==> src/rtl/clk_div_pkg.sv <==
// Shared types and defaults for the clk_div_ctrl divider controller.
// State encoding is fixed at 2 bits so it can be observed on debug buses.
package clk_div_pkg;

  typedef logic [1:0] state_t;

  localparam state_t ST_IDLE = 2'd0;
  localparam state_t ST_RUN  = 2'd1;
  localparam state_t ST_PEND = 2'd2;

  localparam int CNT_W_DEF        = 26;
  localparam int DEFAULT_HALF_1HZ = 24999999;
  localparam int MIN_HALF_DEF     = 1;

endpackage

==> src/rtl/clk_div_ctrl_if.sv <==
// Configuration handshake bundle: new half-period count offered with valid/ready.
// cfg_err is the controller's one-cycle reject pulse for an out-of-range count.
interface clk_div_ctrl_if #(
  parameter int CNT_W = 26
);
  logic             cfg_valid;
  logic [CNT_W-1:0] cfg_half;
  logic             cfg_ready;
  logic             cfg_err;

  modport master (
    output cfg_valid,
    output cfg_half,
    input  cfg_ready,
    input  cfg_err
  );

  modport slave (
    input  cfg_valid,
    input  cfg_half,
    output cfg_ready,
    output cfg_err
  );
endinterface

==> src/rtl/clk_div_core.sv <==
// Divide counter and toggle register; tc is combinational, clk_out/tick registered.
// load_clr parks the counter at zero with clk_out low; no backpressure.
module clk_div_core #(
  parameter int CNT_W = 26
) (
  input  logic             clk,
  input  logic             rst_n,
  input  logic [CNT_W-1:0] half,
  input  logic             run,
  input  logic             load_clr,
  output logic             tc,
  output logic             clk_out,
  output logic             tick
);

  logic [CNT_W-1:0] cnt_q;
  logic             clk_out_q;
  logic             tick_q;

  assign tc      = run && (cnt_q == half);
  assign clk_out = clk_out_q;
  assign tick    = tick_q;

  always_ff @(posedge clk or negedge rst_n) begin
    if (!rst_n) begin
      cnt_q     <= '0;
      clk_out_q <= 1'b0;
      tick_q    <= 1'b0;
    end else if (load_clr) begin
      cnt_q     <= '0;
      clk_out_q <= 1'b0;
      tick_q    <= 1'b0;
    end else if (tc) begin
      cnt_q     <= '0;
      clk_out_q <= ~clk_out_q;
      tick_q    <= 1'b1;
    end else if (run) begin
      cnt_q     <= cnt_q + CNT_W'(1);
      tick_q    <= 1'b0;
    end else begin
      tick_q    <= 1'b0;
    end
  end

endmodule

==> src/rtl/clk_div_ctrl.sv <==
// Run/stop + glitch-free reconfiguration of a clock divider; new counts land only on clk_out falls.
// cfg_ready drops while a shadow count is pending. CLK_DIV_CTRL_PERIOD_CNT_EN adds period_cnt.
module clk_div_ctrl
  import clk_div_pkg::*;
#(
  parameter int CNT_W        = CNT_W_DEF,
  parameter int DEFAULT_HALF = DEFAULT_HALF_1HZ,
  parameter int MIN_HALF     = MIN_HALF_DEF
) (
  input  logic                clk,
  input  logic                rst_n,
  input  logic                en,
  clk_div_ctrl_if.slave       cfg,
  output logic                clk_out,
  output logic                tick,
  output logic                busy
`ifdef CLK_DIV_CTRL_PERIOD_CNT_EN
  ,
  output logic [15:0]         period_cnt
`endif
);

  localparam logic [CNT_W-1:0] DEF_HALF_C = CNT_W'(DEFAULT_HALF);
  localparam logic [CNT_W-1:0] MIN_HALF_C = CNT_W'(MIN_HALF);

  state_t           state_q, state_d;
  logic [CNT_W-1:0] half_q, half_d;
  logic [CNT_W-1:0] shadow_q, shadow_d;
  logic             ready_q, ready_d;
  logic             err_q, err_d;
  logic             busy_q;

  logic tc;
  logic xfer;
  logic bad_half;
  logic fpb;

  assign xfer     = cfg.cfg_valid && ready_q;
  assign bad_half = cfg.cfg_half < MIN_HALF_C;
  assign fpb      = tc && clk_out;

  assign cfg.cfg_ready = ready_q;
  assign cfg.cfg_err   = err_q;
  assign busy          = busy_q;

  clk_div_core #(
    .CNT_W    (CNT_W)
  ) u_core (
    .clk      (clk),
    .rst_n    (rst_n),
    .half     (half_q),
    .run      (state_q != ST_IDLE),
    .load_clr (state_q == ST_IDLE),
    .tc       (tc),
    .clk_out  (clk_out),
    .tick     (tick)
  );

  always_comb begin
    state_d  = state_q;
    half_d   = half_q;
    shadow_d = shadow_q;
    ready_d  = ready_q;
    err_d    = xfer && bad_half;
    case (state_q)
      ST_IDLE: begin
        // Counter is parked, so a new count can take effect immediately.
        if (xfer && !bad_half) half_d = cfg.cfg_half;
        if (en) state_d = ST_RUN;
      end
      ST_RUN: begin
        if (xfer && !bad_half) begin
          shadow_d = cfg.cfg_half;
          ready_d  = 1'b0;
          state_d  = ST_PEND;
        end else if (fpb && !en) begin
          state_d  = ST_IDLE;
        end
      end
      ST_PEND: begin
        if (fpb) begin
          half_d  = shadow_q;
          ready_d = 1'b1;
          state_d = en ? ST_RUN : ST_IDLE;
        end
      end
      default: begin
        state_d = ST_IDLE;
        ready_d = 1'b1;
      end
    endcase
  end

  always_ff @(posedge clk or negedge rst_n) begin
    if (!rst_n) begin
      state_q  <= ST_IDLE;
      half_q   <= DEF_HALF_C;
      shadow_q <= '0;
      ready_q  <= 1'b1;
      err_q    <= 1'b0;
      busy_q   <= 1'b0;
    end else begin
      state_q  <= state_d;
      half_q   <= half_d;
      shadow_q <= shadow_d;
      ready_q  <= ready_d;
      err_q    <= err_d;
      busy_q   <= (state_d != ST_IDLE);
    end
  end

`ifdef CLK_DIV_CTRL_PERIOD_CNT_EN
  logic [15:0] period_cnt_q;

  assign period_cnt = period_cnt_q;

  always_ff @(posedge clk or negedge rst_n) begin
    if (!rst_n) begin
      period_cnt_q <= '0;
    end else if (state_q == ST_IDLE && state_d == ST_RUN) begin
      period_cnt_q <= '0;
    end else if (fpb && period_cnt_q != 16'hFFFF) begin
      period_cnt_q <= period_cnt_q + 16'd1;
    end
  end
`endif

endmodule

==> src/flat_wrapper.sv <==
// flat-port wrapper written by rule: the top's interface ports become plain ports
module clk_div_ctrl_flat import clk_div_pkg::*;
#(
  parameter int CNT_W        = CNT_W_DEF,
  parameter int DEFAULT_HALF = DEFAULT_HALF_1HZ,
  parameter int MIN_HALF     = MIN_HALF_DEF
)
  (clk, rst_n, en, clk_out, tick, busy, cfg_cfg_valid, cfg_cfg_half, cfg_cfg_ready, cfg_cfg_err);
  clk_div_ctrl_if #(.CNT_W(CNT_W)) cfg_i ();
  input  logic clk;
  input  logic rst_n;
  input  logic en;
  output logic clk_out;
  output logic tick;
  output logic busy;
  input wire logic [$bits(cfg_i.cfg_valid)-1:0] cfg_cfg_valid;
  input wire logic [$bits(cfg_i.cfg_half)-1:0] cfg_cfg_half;
  output wire logic [$bits(cfg_i.cfg_ready)-1:0] cfg_cfg_ready;
  output wire logic [$bits(cfg_i.cfg_err)-1:0] cfg_cfg_err;
  assign cfg_i.cfg_valid = cfg_cfg_valid;
  assign cfg_i.cfg_half = cfg_cfg_half;
  assign cfg_cfg_ready = cfg_i.cfg_ready;
  assign cfg_cfg_err = cfg_i.cfg_err;
  clk_div_ctrl #(.CNT_W(CNT_W), .DEFAULT_HALF(DEFAULT_HALF), .MIN_HALF(MIN_HALF)) u_core (.clk(clk), .rst_n(rst_n), .en(en), .cfg(cfg_i), .clk_out(clk_out), .tick(tick), .busy(busy));
endmodule
==> config.mk <==
export PLATFORM = sky130hd
export DESIGN_NAME = clk_div_ctrl_flat
export DESIGN_NICKNAME = d
export VERILOG_FILES = /design/src/rtl/clk_div_pkg.sv /design/src/rtl/clk_div_ctrl_if.sv /design/src/rtl/clk_div_core.sv /design/src/rtl/clk_div_ctrl.sv /design/src/flat_wrapper.sv
export SDC_FILE = /design/constraint.sdc
export NUM_CORES = 1
export LEC_CHECK = 0
export ABC_AREA = 0
export CORE_MARGIN = 2
export CORE_UTILIZATION = 60
export DETAILED_ROUTE_END_ITERATION = 6
export PLACE_DENSITY = 0.84
export SYNTH_ARGS = -nofsm -noshare
export SYNTH_HDL_FRONTEND = slang
export SYNTH_SLANG_ARGS = --single-unit
export TNS_END_PERCENT = 10
==> constraint.sdc <==
create_clock -name clk -period 4.2 [get_ports clk]
set_input_delay 0.84 -clock clk [delete_from_list [all_inputs] [get_ports clk]]
set_output_delay 0.84 -clock clk [all_outputs]
set_load 0.03 [all_outputs]
# After elaboration in Yosys (flattened, before gate mapping)
# Index checks and enable logic that the tools add are counted.
[word_totals] ff_bits=85 inputBits=30 output_inout_bits=5 elab_cells=55
[classes] n_addsub=1 magnitude_cmp=1 n_eq_ne=6 muxes=19 bitwise_logic=2 reduce_logical=17
[ops] operator="two-way mux 26 bit" count=5
[ops] operator="case mux 26 bit (2 select lines)" count=1
[ops] operator="adder 26 x 1 -> 26 bit (second input constant)" count=1
[ops] operator="== test 26 bit" count=1
[ops] operator="less-than comparator 26 x 1 -> 1 bit (second input constant)" count=1
[ops] operator="two-way mux 2 bit" count=4
[ops] operator="nonzero test 2 bit" count=4
[ops] operator="two-way mux 1 bit" count=7
[ops] operator="logical AND 1 bit" count=6
[ops] operator="!= test 2 x 1 -> 1 bit (second input constant)" count=3
[ops] operator="case mux 2 bit (3 select lines)" count=1
[ops] operator="AND reduction 3 bit" count=2
[ops] operator="case mux 1 bit (3 select lines)" count=1
[ops] operator="nonzero test 3 bit" count=1
[ops] operator="== test 2 x 1 -> 1 bit (second input constant)" count=1
[ops] operator="== test 2 bit (second input constant)" count=1
[ops] operator="logical NOT 1 bit" count=2
[ops] operator="logical NOT 2 bit" count=1
[ops] operator="inverter 1 bit" count=2
[ops] operator="AND reduction 2 bit" count=1

# Depth between registers and ports, before layout
[logic_depth] word_depth=8 mapped_depth=9 mapped_depth_nobuf=7

# Modules after synthesis
# From an unflattened synthesis, not the netlist that was laid out.
[unflattened] cells_unflattened=355 area_unflattened_um2=4544.4
[by_module_without_submodules] module="clk_div_ctrl" n_inst=1 cells_per_inst=175 area_per_inst_um2=2785.2 seq_area_each_um2=1448.9
[by_module_without_submodules] module="clk_div_core" n_inst=1 cells_per_inst=180 area_per_inst_um2=1759.2 seq_area_each_um2=700.7

# Worst setup path after synthesis
# Ideal clock, no wire load.
[synth_path] path_kind="input -> register" startpoint="input cfg_cfg_half[25]" endpoint="register u_core.shadow_q[10]" setup_time_ns=0.125 t_arrival_ns=2.225 t_required_ns=4.075 path_slack_ns=1.850 stages=6 n_path_buf=1 path_cell_list="nor4_1 > nand4_1 > o21ba_2 > nand3_2 > buf_2 > mux2_2"
[synth_via] elab_chain_len=4
[synth_lines] item="start: declaration" line_no="flat_wrapper.sv:17" rtl="input wire logic [$bits(cfg_i.cfg_half)-1:0] cfg_cfg_half;"
[synth_lines] item="less-than comparator 26 x 1 -> 1 bit" line_no="clk_div_ctrl.sv:39" rtl="assign bad_half = cfg.cfg_half < MIN_HALF_C;"
[synth_lines] item="logical NOT 1 bit" line_no="clk_div_ctrl.sv:72" rtl="if (xfer && !bad_half) begin"
[synth_lines] item="logical AND 1 bit" line_no="clk_div_ctrl.sv:72"
[synth_lines] item="AND reduction 2 bit (no line)"
[synth_lines] item="end signal: assignment" line_no="clk_div_ctrl.sv:105" rtl="shadow_q <= shadow_d;"
[synth_lines] item="end: declaration" line_no="clk_div_ctrl.sv:28" rtl="logic [CNT_W-1:0] shadow_q, shadow_d;"
# No other way between the ends.
# A chain may end at the register's enable or synchronous reset.

# Worst setup path in the final report
[layout_path] startpoint="input cfg_cfg_half[10]" endpoint="register u_core.half_q[25]"
[layout_via] elab_chain_len=5
[layout_lines] item="less-than comparator 26 x 1 -> 1 bit" line_no="clk_div_ctrl.sv:39"
[layout_lines] item="logical NOT 1 bit" line_no="clk_div_ctrl.sv:68" rtl="if (xfer && !bad_half) half_d = cfg.cfg_half;"
[layout_lines] item="logical AND 1 bit" line_no="clk_div_ctrl.sv:68"
[layout_lines] item="!= test 2 x 1 -> 1 bit (no line)"
[layout_lines] item="AND reduction 3 bit (no line)"
[layout_lines] item="end signal: assignment" line_no="clk_div_ctrl.sv:104" rtl="half_q <= half_d;"
[layout_lines] item="end: declaration" line_no="clk_div_ctrl.sv:27" rtl="logic [CNT_W-1:0] half_q, half_d;"
# No other way between the ends.

==> results.tsv <==
metric	value	unit
Post-synth EDFFs	0	
Final Hold Viols	0	
Iteration-0 DRC Markers	166	
clock sinks	85	
status	complete, no violations	
setup bufs post-CTS	0	
first-pass GRT wire length	13.2	mm
Main synth FF type	dfrtp_1	
CTS tree	built	
crit start category	input port	
Sw Share	32.0	%
number of port buffers	34	
total track usage	22.9	%
Sw Pwr	0.000868	W
via count	2650	
most common cell after layout, fill and taps aside	dfrtp_1	
H-tree depth	3	
max_slew headroom	32.2	%
Max FO, Critical Path	27	
final core occ	70.7	%
DIE WIDTH	86.2	µm
asr flop ratio synth	100	%
drt wl/cell	16.6	µm
Arr. time, crit path	3.24	ns
MaxCap Viol Count	0	
initial antenna violation count	0	
RSZ-0062 raised after global routing	no	
Syn Area/Cell	12.0	µm²
hold crit path type	flop to flop	
Synth Cell Area	4050	µm²
flops & latches, synth	85	
Avg Vias per Cell	5.88	
Max rail drop VDD	0.393	mV
Leak	1.86	nW
share of cells above drive strength 1	20.9	%
cell count after synthesis	338	
Gate power share	28.4	%
CTS Buffer Depth	2	
vias in the first global route	2700	
root buf cell	clkbuf_8	
area added between synthesis and finish	12.8	%
Final setup viols	0	
pin count of the biggest net entering global routing	86	
internal power	0.00184	W
DR DRC count	0	
DRT antenna net count	0	
Setup Skew	0.00988	ns
syn_nets	369	
gr ovfl total	0	
CTS resizes	0	
core area	6460	µm²
Die Area	7430	µm²
post-synthesis sequential area ratio	53.0	%
clock insertion delay at the later pin of the skew report	0.36	ns
measured slew at the worst slew-check pin	1.02	ns
CTS Buf Count	9	
initial core utilization	62.7	%
Setup CP Type	input port to flop	
die height	86.2	µm
Antenna diodes	0	
clock share of power	20.6	%
Setup TNS	0	ns
WL final	7.48	mm
Yosys warnings	0	
part of the cycle the worst path needs	71.1	%
# rows	29	
Final Wtd Congestion	0.828	
Pwr per Cell Area	594	nW/µm²
Worst-path clk slew	0.10	ns
CTS Hold Buffers Added	0	
final-report max-slew violation count	0	
Max Clock Freq	335	MHz
most frequent cells in the layout	67 x dfrtp_1, 37 x nor2_1, 36 x xnor2_1	
IO Count	35	
HPWL after detailed placement	5.36	mm
Synth cell types	41	
clock period minus final worst setup slack	2.99	ns
Setup crit end kind	flop	
Seq pwr share	51.0	%
required time worst endpoint	4.45	ns
Total Nets Final	400	
drt pass-1 iters	4	
## Yosys cell counts (4+ instances only)
cell type | count | area [µm²]
o22ai_1 | 27 | 169
mux2_2 | 26 | 293
dfrtp_1 | 67 | 1680
nor2_1 | 37 | 139
o21ba_2 | 7 | 70.1
xor2_1 | 14 | 123
nand2_1 | 11 | 41.3
dfstp_2 | 18 | 473
nand3_1 | 11 | 55.1
xnor2_1 | 36 | 315
o21ba_1 | 20 | 200
nand4_1 | 13 | 81.3
inv_1 | 5 | 18.8
nor4_1 | 6 | 37.5
buf_6 | 7 | 78.8
nor3_1 | 4 | 20.0
## final cells by class
cell class / instances / area (µm²)
multi-input cells: 234 / 1760
repair buffers: 34 / 338
fillers: 478 / 1890
well taps: 77 / 96.3
flip-flops and latches: 85 / 2150
inverters: 5 / 18.8
clock buffers: 9 / 124
clock inverters: 7 / 78.8
## through the flow
stage | instances | setup WS (ns) | instance area [µm²] | power (W) | hold slack (ns)
6_report | 451 | 1.21 | 4570 | 0.00271 | 0.515
5_1_grt | 451 | 1.11 | 4570 | 0.00287 | 0.538
4_1_cts | 451 | 1.20 | 4570 | 0.00273 | 0.518
3_5_place_dp | 435 | 0.821 | 4370 | 0.00217 | 0.495
3_3_place_gp | 435 | 0.874 | 4370 | 0.00213 | 0.488
2_1_floorplan | 338 | 1.85 | 4050 | 0.00199 | 0.480
## worst max-delay path: stages
cell and delay (ns):
clkdlybuf4s50_1 0.44, nor4_1 0.48, nand3_1 0.20, o21ba_2 0.28
nand2_2 0.42, nand2_4 0.29, o21ba_2 0.28
## power by group through the flow
stage | Sequential [W] | Clock [W] | Combinational (W)
global placement | 0.00138 | 0 | 0.000751
finish | 0.00138 | 0.000559 | 0.000770
global route | 0.00142 | 0.000610 | 0.000844
floorplan | 0.00134 | 0 | 0.000650
CTS | 0.00138 | 0.000575 | 0.000780
detailed placement | 0.00139 | 0 | 0.000779
## per-layer routing
metal  vias to the layer above  part of all wire, %  GRT usage, %
met5                         -                    0             0
met4                         0                 0.98          6.82
met3                         6                  4.0          5.14
met2                        55                   50          36.7
met1                      1320                   45          31.8
li1                       1269                    -             -
## registers in the layout (all words and copies together), names as in the netlist
signal,cells
u_core.half_q,26
u_core.shadow_q,26
u_core.u_core.cnt_q,26
u_core.state_q,2
u_core.busy,1
u_core.cfg.cfg_err,1
u_core.cfg.cfg_ready,1
u_core.u_core.clk_out,1
u_core.u_core.tick,1
## cells by family after synthesis
group	count (synthesis)	synth area share, %
compound gates	60	11.9
fa+ha+maj	1	0.309
buf+inv	19	3.43
flops	85	53.0
mux	26	7.22
simple gates	96	12.8
xor+xnor	51	11.2
## worst paths after layout
kind                                                       from                                   to  slack (ns)  cells past startpoint
worst max-delay path                           cfg_cfg_half[10]        u_core.half_q[25]$_DFFE_PN0P_        1.21                      7
worst min-delay path            u_core.shadow_q[24]$_DFFE_PN0P_      u_core.shadow_q[24]$_DFFE_PN0P_        0.51                      1
worst max register to register    u_core.half_q[20]$_DFFE_PN1P_   u_core.u_core.cnt_q[4]$_DFFE_PN0P_        1.56                      6
worst min register to register  u_core.shadow_q[24]$_DFFE_PN0P_      u_core.shadow_q[24]$_DFFE_PN0P_        0.51                      1
max in group asynchronous                                 rst_n  u_core.u_core.cnt_q[11]$_DFFE_PN0P_        2.90                      1
min in group asynchronous                                 rst_n          u_core.state_q[1]$_DFF_PN0_        0.64                      1
(Power assumes the default switching activity.)
